===== src/rtl/fpu_pkg.sv =====
// rtl/fpu_pkg.sv - shared FSM encodings and watchdog default for the FP issue block
package fpu_pkg;

    typedef enum logic [2:0] {
        IDLE = 3'd0,
        OPHI = 3'd1,
        OPLO = 3'd2,
        WAIT = 3'd3,
        RES1 = 3'd4,
        KILL = 3'd5
    } fpu_state_t;

    localparam logic [7:0] WDOG_MAX_DEFAULT = 8'd200;

endpackage


===== src/rtl/fpu_wdog.sv =====
// rtl/fpu_wdog.sv - busy-cycle watchdog counter for the FP issue block
module fpu_wdog (
    input  logic       clk,
    input  logic       reset_l,
    input  logic       enable,
    input  logic       clear,
    input  logic [7:0] max,
    output logic       expired
);

    logic [7:0] count;

    always_ff @(posedge clk) begin
        if (!reset_l || clear) begin
            count <= '0;
        end else if (enable) begin
            count <= count + 8'd1;
        end
    end

    // Fires on the enabled cycle that would make the count reach max.
    assign expired = enable && !clear && (count == max - 8'd1);

endmodule


===== src/rtl/fpu_issue.sv =====
// rtl/fpu_issue.sv - sequences IU floating-point ops onto the FPU beat interface
module fpu_issue
    import fpu_pkg::*;
#(
    parameter logic [7:0] WDOG_MAX = WDOG_MAX_DEFAULT
) (
    input  logic        clk,
    input  logic        reset_l,
    input  logic        req_valid,
    input  logic [7:0]  req_op,
    input  logic        req_dprec,
    input  logic [63:0] req_a,
    input  logic [63:0] req_b,
    output logic        req_rdy,
    input  logic        iu_hold,
    input  logic        iu_kill,
    output logic [7:0]  fpop,
    output logic        fpop_valid,
    output logic [31:0] fpain,
    output logic [31:0] fpbin,
    output logic        fphold,
    output logic        fpkill,
    input  logic        fpbusyn,
    input  logic [31:0] fpout,
    output logic        res_valid,
    output logic [63:0] res_data,
    output logic        err_timeout
);

    fpu_state_t  state;
    logic        dprec_r;
    logic        seen_busy;
    logic        res_pend;
    logic        wdog_kill;
    logic        wdog_en;
    logic        wdog_clr;
    logic        wdog_expired;
    logic [31:0] a_lo;
    logic [31:0] b_lo;
    logic [31:0] res_hi;

    assign req_rdy   = (state == IDLE) && fpbusyn && !err_timeout && !iu_kill && !iu_hold;
    assign fphold    = iu_hold;
    assign fpkill    = wdog_kill || (iu_kill && (state != IDLE));
    // A finished result waits in res_pend until the IU is no longer held.
    assign res_valid = res_pend && !iu_hold;
    assign wdog_en   = (state == WAIT) && !fpbusyn && !iu_hold && !iu_kill;
    assign wdog_clr  = (state != WAIT);

    fpu_wdog u_wdog (
        .clk     (clk),
        .reset_l (reset_l),
        .enable  (wdog_en),
        .clear   (wdog_clr),
        .max     (WDOG_MAX),
        .expired (wdog_expired)
    );

    always_ff @(posedge clk) begin
        if (!reset_l) begin
            state       <= IDLE;
            dprec_r     <= 1'b0;
            seen_busy   <= 1'b0;
            res_pend    <= 1'b0;
            wdog_kill   <= 1'b0;
            err_timeout <= 1'b0;
            fpop        <= '0;
            fpop_valid  <= 1'b0;
            fpain       <= '0;
            fpbin       <= '0;
            a_lo        <= '0;
            b_lo        <= '0;
            res_hi      <= '0;
            res_data    <= '0;
        end else begin
            wdog_kill <= 1'b0;
            if (iu_kill && (state != IDLE)) begin
                state      <= KILL;
                fpop_valid <= 1'b0;
                res_pend   <= 1'b0;
                seen_busy  <= 1'b0;
            end else if (!iu_hold) begin
                res_pend <= 1'b0;
                case (state)
                    IDLE: begin
                        if (req_valid && req_rdy) begin
                            fpop       <= req_op;
                            fpop_valid <= 1'b1;
                            dprec_r    <= req_dprec;
                            fpain      <= req_dprec ? req_a[63:32] : req_a[31:0];
                            fpbin      <= req_dprec ? req_b[63:32] : req_b[31:0];
                            a_lo       <= req_a[31:0];
                            b_lo       <= req_b[31:0];
                            state      <= OPHI;
                        end
                    end
                    OPHI: begin
                        fpop_valid <= 1'b0;
                        if (dprec_r) begin
                            fpain <= a_lo;
                            fpbin <= b_lo;
                            state <= OPLO;
                        end else begin
                            state <= WAIT;
                        end
                    end
                    OPLO: begin
                        if (!fpbusyn) seen_busy <= 1'b1;
                        state <= WAIT;
                    end
                    WAIT: begin
                        if (!fpbusyn) seen_busy <= 1'b1;
                        // Completion is busy seen low and now high again.
                        if (seen_busy && fpbusyn) begin
                            seen_busy <= 1'b0;
                            if (dprec_r) begin
                                res_hi <= fpout;
                                state  <= RES1;
                            end else begin
                                res_data <= {32'd0, fpout};
                                res_pend <= 1'b1;
                                state    <= IDLE;
                            end
                        end else if (wdog_expired) begin
                            seen_busy   <= 1'b0;
                            err_timeout <= 1'b1;
                            wdog_kill   <= 1'b1;
                            state       <= IDLE;
                        end
                    end
                    RES1: begin
                        res_data <= {res_hi, fpout};
                        res_pend <= 1'b1;
                        state    <= IDLE;
                    end
                    KILL: begin
                        if (fpbusyn) state <= IDLE;
                    end
                    default: state <= IDLE;
                endcase
            end
        end
    end

endmodule

===== config.mk =====
export PLATFORM = sky130hd
export DESIGN_NAME = fpu_issue
export DESIGN_NICKNAME = d
export VERILOG_FILES = /design/src/rtl/fpu_pkg.sv /design/src/rtl/fpu_wdog.sv /design/src/rtl/fpu_issue.sv
export SDC_FILE = /design/constraint.sdc
export NUM_CORES = 1
export LEC_CHECK = 0
export BUFFER_PORTS_ARGS = -buffer_cell sky130_fd_sc_hd__buf_2
export CAP_MARGIN = 5
export CORE_UTILIZATION = 56
export DETAILED_ROUTE_END_ITERATION = 12
export PLACE_DENSITY = 0.95
export SYNTH_ARGS = -nofsm -noshare
export SYNTH_HDL_FRONTEND = slang
export SYNTH_HIERARCHICAL = 1
export SYNTH_SLANG_ARGS = --single-unit

===== constraint.sdc =====
create_clock -name clk -period 5.1 [get_ports clk]
set_input_delay 0.765 -clock clk [delete_from_list [all_inputs] [get_ports clk]]
set_output_delay 0.765 -clock clk [all_outputs]
set_load 0.005 [all_outputs]

==> run metrics <==
status complete, no violations; setup slack, reg-to-reg a little over 2 ns; Reg2Reg Capture Point state[0]; # hold bufs at CTS 0; Synth Cell Area roughly 11000 um^2; Worst Setup End Kind flop; Setup TNS 0 ns; Synth warnings 6; vias in the first global route roughly 9.7k; asr flop ratio synth 0%; largest net degree at the start of global routing about 110; Slew headroom ~17%; Die Height 142.3 um; Sink Count between 200 and 250; fin. max-slew vios 0; Initial Utilization about 58%; worst-path maximum fanout 15; Hold Path Class reg -> reg; Filler cells ~1.4k; Critical Setup Path Class reg -> reg; Yosys reg bits 249; drt initial violations 625; number of flops mapped to enable cells by yosys 0; Static Leak around 5.6 nW; worst min-delay path startpoint b_lo[17]; R2R cell count 8; Primary FF master, synth dfxtp_1; Boundary Pins approximately 320; RSZ-0062 raised after global routing no; most frequent cells in the layout nand2_1, buf_2, dfxtp_1; Post-Place Cells around 1.8k; Worst Hold Path Cells 2; Max Buffers Root-to-Sink 3; most common cell after layout, fill and taps aside nand2_1; Cell variety after synth 48; fmax 0.3278 GHz; Root Buffer clkbuf_16; CP Data Required Time about 5.4 ns; wirelength, routed approximately 29 mm; Core Util, Final a little over two thirds; CP bufs+invs 0; cell area power density between 300 and 400 nW/um^2; clock buffers created by TritonCTS 27; CP top delay family simple AND/OR/NAND/NOR gates; Final Hold Vio Count 0; post-route clock skew between 0.01 and 0.015 ns; clock tree from TritonCTS done; die area ~20000 um^2; Non-Filler Instances approximately 1.9k; Max stage delay on crit path 0.69 ns; number of max-cap violations 0; Avg Inst Size Synth 8.461 um^2; Area Overhead vs Synth 22.19%; vias per cell between 5 and 6; worst slew pin tran approximately 1.2 ns; final clock period utilization by the worst path roughly three fifths; # DRC 0; R2R Path Start state[1]; H-tree depth 1; final setup fails 0; Die Span X between 100 and 150 um; hpwl dp 19.64 mm; post_cts resized 0; initial antenna violation count 3; Crit-path slowest cell nor3b_1; nets@finish about 1.8k; Tot GR Track Use 27.73%; CP Launch Type flop; first-pass GRT wire length 45.55 mm; WP data arrival between 3 and 4 ns; routed length per placed instance ~16 um; Period minus WS final between 3 and 4 ns; Setup Fix Bufs, Post-CTS 0; routability cong. 0.8766; Clk Latency, worst-skew pair 0.51 ns; VDD IR max around 260 uV; number of port buffers 316; CP cell instances and4bb_2 -> nor3b_1 -> nor4b_4 -> nand4_1 -> nor3_1 -> a21oi_1 -> nand2b_1 -> a41oi_1; drt pass-1 iters 6; core area ~19000 um^2; Syn Inst Count roughly 1.3k; row count 50; vias post-DR about 10k; share of layout cells above drive strength 1 23.87%; antenna viol nets, final 0; Clk pin slew, worst setup/hold paths approximately 0.060 ns; hold endpoint b_lo[17]; GRT Residual Overflow 0; sequential area share after synthesis roughly 45%
==> power by group <==
group	leakage, nW	total [mW]	switching (mW)	internal (mW)
Clock	0.428	1.92	0.765	1.15
Sequential	2.01	2.04	0.0430	2.00
Combinational	3.16	0.622	0.373	0.249
Total	5.60	4.58	1.18	3.40
==> per-layer routing <==
layer,global-route usage (%),share of wire (%),vias up
li1,-,-,4907
met1,31.22,39,4768
met2,49.61,49,393
met3,6.359,7.2,86
met4,12.62,4.2,0
met5,0,0,-
==> Yosys cell counts (5+ instances only) <==
cell type  number  area share (%)
clkbuf_1       66             2.2
o211ai_1       64             4.4
nor2_1         17            0.58
nand2_1       476              16
xnor2_1         9            0.72
buf_4           7            0.48
buf_12          6             1.1
buf_2          22             1.0
xor2_1          6            0.48
a21oi_1       111             5.0
and3_1          5            0.28
dfxtp_1       249              45
o21ai_0         8            0.36
mux2i_1       194              18
==> per-stage QoR <==
stage / hold slack, ns / setup WS, ns / power [mW] / instance area (um^2)
finish: 0.4517 / 2.050 / 4.581 / 13460
global route: 0.4684 / 1.721 / 4.760 / 13450
CTS: 0.4538 / 2.060 / 4.606 / 13450
detailed placement: 0.4438 / 1.772 / 2.698 / 12580
global placement: 0.4381 / 1.840 / 2.681 / 12580
floorplan: 0.4365 / 2.643 / 2.507 / 11080
==> worst max-delay path by stage <==
stage	depth (start not counted)	endpoint	startpoint	slack (ns)
floorplan	9	state[0]	iu_hold	2.64
global placement	9	state[0]	iu_hold	1.84
detailed placement	9	state[0]	iu_hold	1.77
CTS	8	state[0]	state[1]	2.06
global route	8	state[0]	state[1]	1.72
finish	8	state[0]	state[1]	2.05
==> sequential cells by signal, summed over array words and instances (netlist names) <==
register and cells:
res_data 64, fpbin 32, res_pend 1, fpain 32, seen_busy 1, err_timeout 1
b_lo 32, u_wdog/count 8, fpop_valid 1, a_lo 32, state 3, wdog_kill 1
fpop 8, dprec_r 1, res_hi 32
==> kinds of logic (layout without fill, tap and decap cells) <==
logic type	after synthesis	after routing	synth area share [%]
other cells	2	24	0.06817
compound gates	196	196	10.81
fa+ha+maj	2	2	0.2271
simple gates	533	533	19.49
flops	249	249	45.25
xor+xnor	16	16	1.340
mux	194	194	17.63
buf+inv	110	382	5.190
==> worst min-delay path: stages (launching register included) <==
cell and delay (ns):
dfxtp_1 0.31, nand2_1 0.05, a21oi_1 0.05
==> final cells by class <==
class                   instances  area [um^2]  share of cell area, %
clock buffers                  41        778.2                  5.781
multi-input cells             961         5550                  41.23
diodes                          4        10.01                0.07436
well taps                     260        325.3                  2.417
clock inverters                 7        92.59                 0.6878
inverters                       5        20.02                 0.1487
repair buffers                329         1700                  12.63
flip-flops and latches        249         4985                  37.03
Note: power is estimated with default switching activity, not from simulation.
